## config.mk

```make
export PLATFORM = sky130hd
export DESIGN_NAME = bullet_ctrl
export DESIGN_NICKNAME = d
export VERILOG_FILES = /design/src/rtl/bullet_ctrl_pkg.sv /design/src/rtl/btn_sync_edge.sv /design/src/rtl/bullet_ctrl.sv
export SDC_FILE = /design/constraint.sdc
export NUM_CORES = 1
export LEC_CHECK = 0
export BUFFER_PORTS_ARGS = -buffer_cell sky130_fd_sc_hd__buf_4
export CORE_MARGIN = 10
export CORE_UTILIZATION = 40
export CTS_CLUSTER_DIAMETER = 120
export CTS_CLUSTER_SIZE = 12
export DETAILED_ROUTE_END_ITERATION = 8
export PLACE_DENSITY = 0.66
export SLEW_MARGIN = 10
export SYNTH_ARGS = -nofsm -noshare
export SYNTH_HDL_FRONTEND = slang
export SYNTH_HIERARCHICAL = 1
export SYNTH_SLANG_ARGS = --single-unit
```

## constraint.sdc

```tcl
create_clock -name clk -period 3 [get_ports clk]
set_input_delay 0.6 -clock clk [delete_from_list [all_inputs] [get_ports clk]]
set_output_delay 0.6 -clock clk [all_outputs]
set_load 0.02 [all_outputs]
```

## src/rtl/bullet_ctrl_pkg.sv

```systemverilog
// Shared game constants: controller state encoding, screen geometry, park row
// and the airplane band that the collision checker tests against.
package bullet_ctrl_pkg;

  localparam logic [2:0] ST_IDLE     = 3'd0;
  localparam logic [2:0] ST_LAUNCH   = 3'd1;
  localparam logic [2:0] ST_FLYING   = 3'd2;
  localparam logic [2:0] ST_HIT      = 3'd3;
  localparam logic [2:0] ST_COOLDOWN = 3'd4;

  localparam int SCREEN_W    = 640;
  localparam int SCREEN_H    = 480;
  localparam int GAME_PARK_Y = 1023;

  // Airplane row centre and half-height of the band the checker compares against.
  localparam int PLANE_Y    = 60;
  localparam int PLANE_BAND = 10;

endpackage

```

## src/rtl/btn_sync_edge.sv

```systemverilog
// Two-flop synchroniser for an asynchronous push button followed by a
// rising-edge detector; a held button produces a single one-clk pulse.
module btn_sync_edge (
  input  logic clk,
  input  logic rst_n,
  input  logic btn,
  output logic rise
);

  logic [2:0] sync;

  always_ff @(posedge clk or negedge rst_n) begin
    if (!rst_n) begin
      sync <= 3'b000;
    end else begin
      sync <= {sync[1:0], btn};
    end
  end

  // sync[1] is the metastability-safe level; sync[2] is its previous value.
  assign rise = sync[1] & ~sync[2];

endmodule

```

## src/rtl/bullet_ctrl.sv

```systemverilog
// Bullet controller: fires from the cannon, climbs one STEP per frame, retires
// on a collision (explosion + score) or at the top of the screen (miss).
module bullet_ctrl
  import bullet_ctrl_pkg::*;
#(
  parameter int START_Y         = 440,
  parameter int STEP            = 4,
  parameter int X_OFFSET        = 15,
  parameter int X_MAX           = SCREEN_W - 1,
  parameter int PARK_Y          = GAME_PARK_Y,
  parameter int HIT_FRAMES      = 15,
  parameter int COOLDOWN_FRAMES = 8,
  parameter int GUARD_CYCLES    = 2
) (
  input  logic       clk,
  input  logic       rst_n,
  input  logic       frame_tick,
  input  logic       fire_btn,
  input  logic [9:0] cannon_x,
  input  logic       col,
  output logic [9:0] bulletx,
  output logic [9:0] bullety,
  output logic       bullet_active,
  output logic       exploding,
  output logic       hit_pulse,
  output logic       miss_pulse,
  output logic [7:0] score
);

  localparam logic [9:0] START_Y_V  = 10'(START_Y);
  localparam logic [9:0] STEP_V     = 10'(STEP);
  localparam logic [9:0] PARK_Y_V   = 10'(PARK_Y);
  localparam logic [4:0] HIT_LAST   = 5'(HIT_FRAMES - 1);
  localparam logic [4:0] COOL_LAST  = 5'(COOLDOWN_FRAMES - 1);
  localparam logic [3:0] GUARD_INIT = 4'(GUARD_CYCLES);

  logic [2:0] state;
  logic [3:0] guard;
  logic [4:0] frame_cnt;
  logic       fire_rise;

  function automatic logic [9:0] sat_launch_x(input logic [9:0] cx);
    logic [10:0] sum;
    sum = {1'b0, cx} + 11'(X_OFFSET);
    if (sum > 11'(X_MAX)) return 10'(X_MAX);
    return sum[9:0];
  endfunction

  function automatic logic [7:0] sat_inc_score(input logic [7:0] s);
    return (s == 8'hFF) ? s : s + 8'd1;
  endfunction

  btn_sync_edge u_fire_sync (
    .clk   (clk),
    .rst_n (rst_n),
    .btn   (fire_btn),
    .rise  (fire_rise)
  );

  always_ff @(posedge clk or negedge rst_n) begin
    if (!rst_n) begin
      state         <= ST_IDLE;
      bulletx       <= 10'd0;
      bullety       <= PARK_Y_V;
      bullet_active <= 1'b0;
      exploding     <= 1'b0;
      hit_pulse     <= 1'b0;
      miss_pulse    <= 1'b0;
      score         <= 8'd0;
      guard         <= 4'd0;
      frame_cnt     <= 5'd0;
    end else begin
      hit_pulse  <= 1'b0;
      miss_pulse <= 1'b0;
      case (state)
        ST_IDLE: begin
          if (fire_rise) state <= ST_LAUNCH;
        end
        ST_LAUNCH: begin
          bulletx       <= sat_launch_x(cannon_x);
          bullety       <= START_Y_V;
          guard         <= GUARD_INIT;
          bullet_active <= 1'b1;
          state         <= ST_FLYING;
        end
        ST_FLYING: begin
          if (guard != 4'd0) guard <= guard - 4'd1;
          // A hit wins over a same-cycle frame tick so the sprite shows the hit row.
          if (col && guard == 4'd0) begin
            state         <= ST_HIT;
            hit_pulse     <= 1'b1;
            score         <= sat_inc_score(score);
            bullet_active <= 1'b0;
            exploding     <= 1'b1;
            frame_cnt     <= 5'd0;
          end else if (frame_tick) begin
            if (bullety < STEP_V) begin
              state         <= ST_COOLDOWN;
              miss_pulse    <= 1'b1;
              bullet_active <= 1'b0;
              bulletx       <= 10'd0;
              bullety       <= PARK_Y_V;
              frame_cnt     <= 5'd0;
            end else begin
              bullety <= bullety - STEP_V;
            end
          end
        end
        ST_HIT: begin
          if (frame_tick) begin
            if (frame_cnt == HIT_LAST) begin
              state     <= ST_COOLDOWN;
              exploding <= 1'b0;
              bulletx   <= 10'd0;
              bullety   <= PARK_Y_V;
              frame_cnt <= 5'd0;
            end else begin
              frame_cnt <= frame_cnt + 5'd1;
            end
          end
        end
        ST_COOLDOWN: begin
          if (frame_tick) begin
            if (frame_cnt == COOL_LAST) begin
              state     <= ST_IDLE;
              frame_cnt <= 5'd0;
            end else begin
              frame_cnt <= frame_cnt + 5'd1;
            end
          end
        end
        default: state <= ST_IDLE;
      endcase
    end
  end

endmodule

```

==> flow_summary.json <==
{
  "status": "finished clean",
  "diodes": 0,
  "worstPathArrival_ns": 2.59,
  "clk_pin_slew_ns": 0.08,
  "synth_ff_type": "dfrtp_1",
  "cts_root_buf": "clkbuf_8",
  "peakVddDrop_mv": 0.563,
  "max_cap_violations": 0,
  "portBuffers": 46,
  "ant_nets": 0,
  "netlist_top_cells_area": "dfrtp_1 35%, dfstp_2 9.0%, nand2_1 3.4%",
  "clk_latency_ns": 0.30,
  "rows": 29,
  "setup_tns_ns": 0,
  "cts_tree": "yes",
  "first_global_vias": 2199,
  "netlist_instances": 275,
  "drc_errors": 0,
  "worst-r2r-setup-slack_ns": 0.76,
  "die_area_um2": 10200,
  "groute.usage.overall_pct": 12.2,
  "io_pins": 47,
  "use_met2_pct": 19.2,
  "rsz0062_at_grt": "false",
  "slew_viol_final": 0,
  "hold_buffers": 0,
  "antenna_found_initial": 0,
  "worst-path-max-fanout": 7,
  "syn_nets": 296,
  "worst_pin_slew_ns": 0.806,
  "timing.final.ws_setup_ns": 0.605,
  "post-cts-setup-buffers": 0,
  "fmax_mhz": 418,
  "synth_common_cells": "37 x dfrtp_1, 24 x nand2_1, 23 x nor2_1, 17 x a21oi_1, 17 x inv_1",
  "worst_clock_skew_ns": 0.00555,
  "cts_resized": 0,
  "synthDistinctLibCells": 61,
  "yosysTopAreaCell": "dfrtp_1",
  "period_needed_ns": 2.40,
  "synth_seq_cells": 46,
  "post-route-period-util_pct": 79.8,
  "dr.pass1.iters": 4,
  "setup_viol": 0,
  "vias_per_cell": 5.53,
  "syn-cell-area_um2": 2630,
  "report.final.hold_viol_count": 0,
  "ys_seq_area_share_pct": 44.2,
  "core_region_area_um2": 6350,
  "drive_gt1_share_pct": 24.1,
  "grt_max_degree": 47,
  "hpwlAfterDp_mm": 4.50,
  "hold_path_class": "in -> async",
  "area_growth_pct": 20.4,
  "relSlewSlack_pct": 45.8,
  "yosys.area.top_type_share_pct": 35.2,
  "yosysMostFrequentCell": "dfrtp_1",
  "cts_buffers": 5,
  "syn_area_per_cell_um2": 9.56,
  "drt-wirelength-per-cell_um": 15.1,
  "cp-end-kind": "flip-flop",
  "grt_use_met3_pct": 3.84,
  "start_util_pct": 41.4,
  "start_kind": "primary input",
  "p_leak_uw": 0.00144,
  "routed_wl_mm": 6.03,
  "grt_busiest_layer": "met2",
  "htree_levels": 2,
  "post-place-ws_ns": 0.343,
  "fp.dieW_um": 101,
  "drt_iter0_markers": 73,
  "cp.required_ns": 3.19,
  "synth_edf_count": 0,
  "dr_total_vias": 2210,
  "gp_congestion": 0.844,
  "synthArstFlopShare_pct": 100,
  "grt_remaining_overflow": 0,
  "grt_pass1_wl_mm": 10.4,
  "yosysWarningCount": 6,
  "use_met1_pct": 15.3,
  "cts.path.max_buffers": 2,
  "fin_nets": 343,
  "path_class": "in -> reg",
  "cellPowerDensity_nw_per_um2": 891,
  "clock_sinks": 46,
  "die_y_um": 101
}
## path summary, 6_finish.rpt
kind | startpoint | depth (start not counted) | endpoint
worst max-delay path | cannon_x[0] | 8 | bulletx[5]
worst min-delay path | rst_n | 1 | exploding
worst max register to register | bullety[2] | 7 | bulletx[5]
worst min register to register | u_fire_sync/sync[0] | 0 | u_fire_sync/sync[1]
max in group asynchronous | rst_n | 1 | bullety[0]
min in group clk | u_fire_sync/sync[0] | 0 | u_fire_sync/sync[1]
## worst max-delay path, cell delays in order
cell       delay (ns)
buf_4            0.13
inv_1            0.05
ha_1             0.19
nor3b_1          0.59
nand4_1          0.29
a221oi_2         0.31
a2bb2oi_2        0.11
a221o_1          0.30
## layout by cell type, fill, tap and decap left out, types with 8 or more instances in the layout
cell type,synthesis,layout
a21oi_1,17,17
buf_4,1,52
dfrtp_1,37,37
dfstp_2,9,9
inv_1,17,17
nand2_1,24,24
nand3_1,8,8
nor2_1,23,23
o21ai_0,12,12
xor2_1,10,10
## power by group
| group | leakage (uW) | total [uW] | internal [uW] | switching (uW) |
|---|---|---|---|---|
| Combinational | 0.000825 | 1290 | 571 | 719 |
| Clock | 0.0000514 | 456 | 249 | 208 |
| Sequential | 0.000565 | 1070 | 854 | 218 |
| Total | 0.00144 | 2820 | 1670 | 1150 |
## registers in the layout, indices dropped and copies added (netlist names)
signal,flops
score,8
bullety,9
exploding,1
guard,4
hit_pulse,1
miss_pulse,1
bulletx,10
frame_cnt,5
bullet_active,1
state,3
u_fire_sync/sync,3
## area by class of cell
class	count	area, um2
Fill cell	599	3180
Multi-Input combinational cell	200	1340
Sequential cell	46	1160
Timing Repair Buffer	52	390
Tap cell	77	96.3
Clock buffer	6	72.6
Inverter	17	63.8
Clock inverter	2	37.5
## stage by stage
step                utilization (%)  power, uW  instances  hold WS (ns)  instance area [um2]
floorplan                         -       1920        275         0.304                 2630
global placement               48.1       2350        392         0.335                 3060
detailed placement             48.1       2390        392         0.336                 3060
CTS                            49.9       2850        400         0.310                 3170
global route                   49.9       3050        400         0.337                 3170
finish                         49.9       2820        400         0.281                 3170
## kinds of logic (layout without fill, tap and decap cells)
logic type | Yosys count | after routing | share of synthesized area [%]
and+or+nand+nor | 98 | 98 | 20.7
AOI/OAI and AO/OA | 77 | 77 | 20.8
DFF | 46 | 46 | 44.2
buffers and inverters | 29 | 77 | 4.71
xor gates and xnor gates | 15 | 15 | 5.00
adders and majority gates | 6 | 6 | 2.86
muxes | 4 | 4 | 1.67
## layer usage
layer | share of wire [%] | routed length [um]
met3 | 4.8 | 289
met2 | 48 | 2890
met1 | 46 | 2760
met4 | 1.5 | 88
met5 | 0 | 0
No activity file was read; power rests on OpenSTA's default activity.
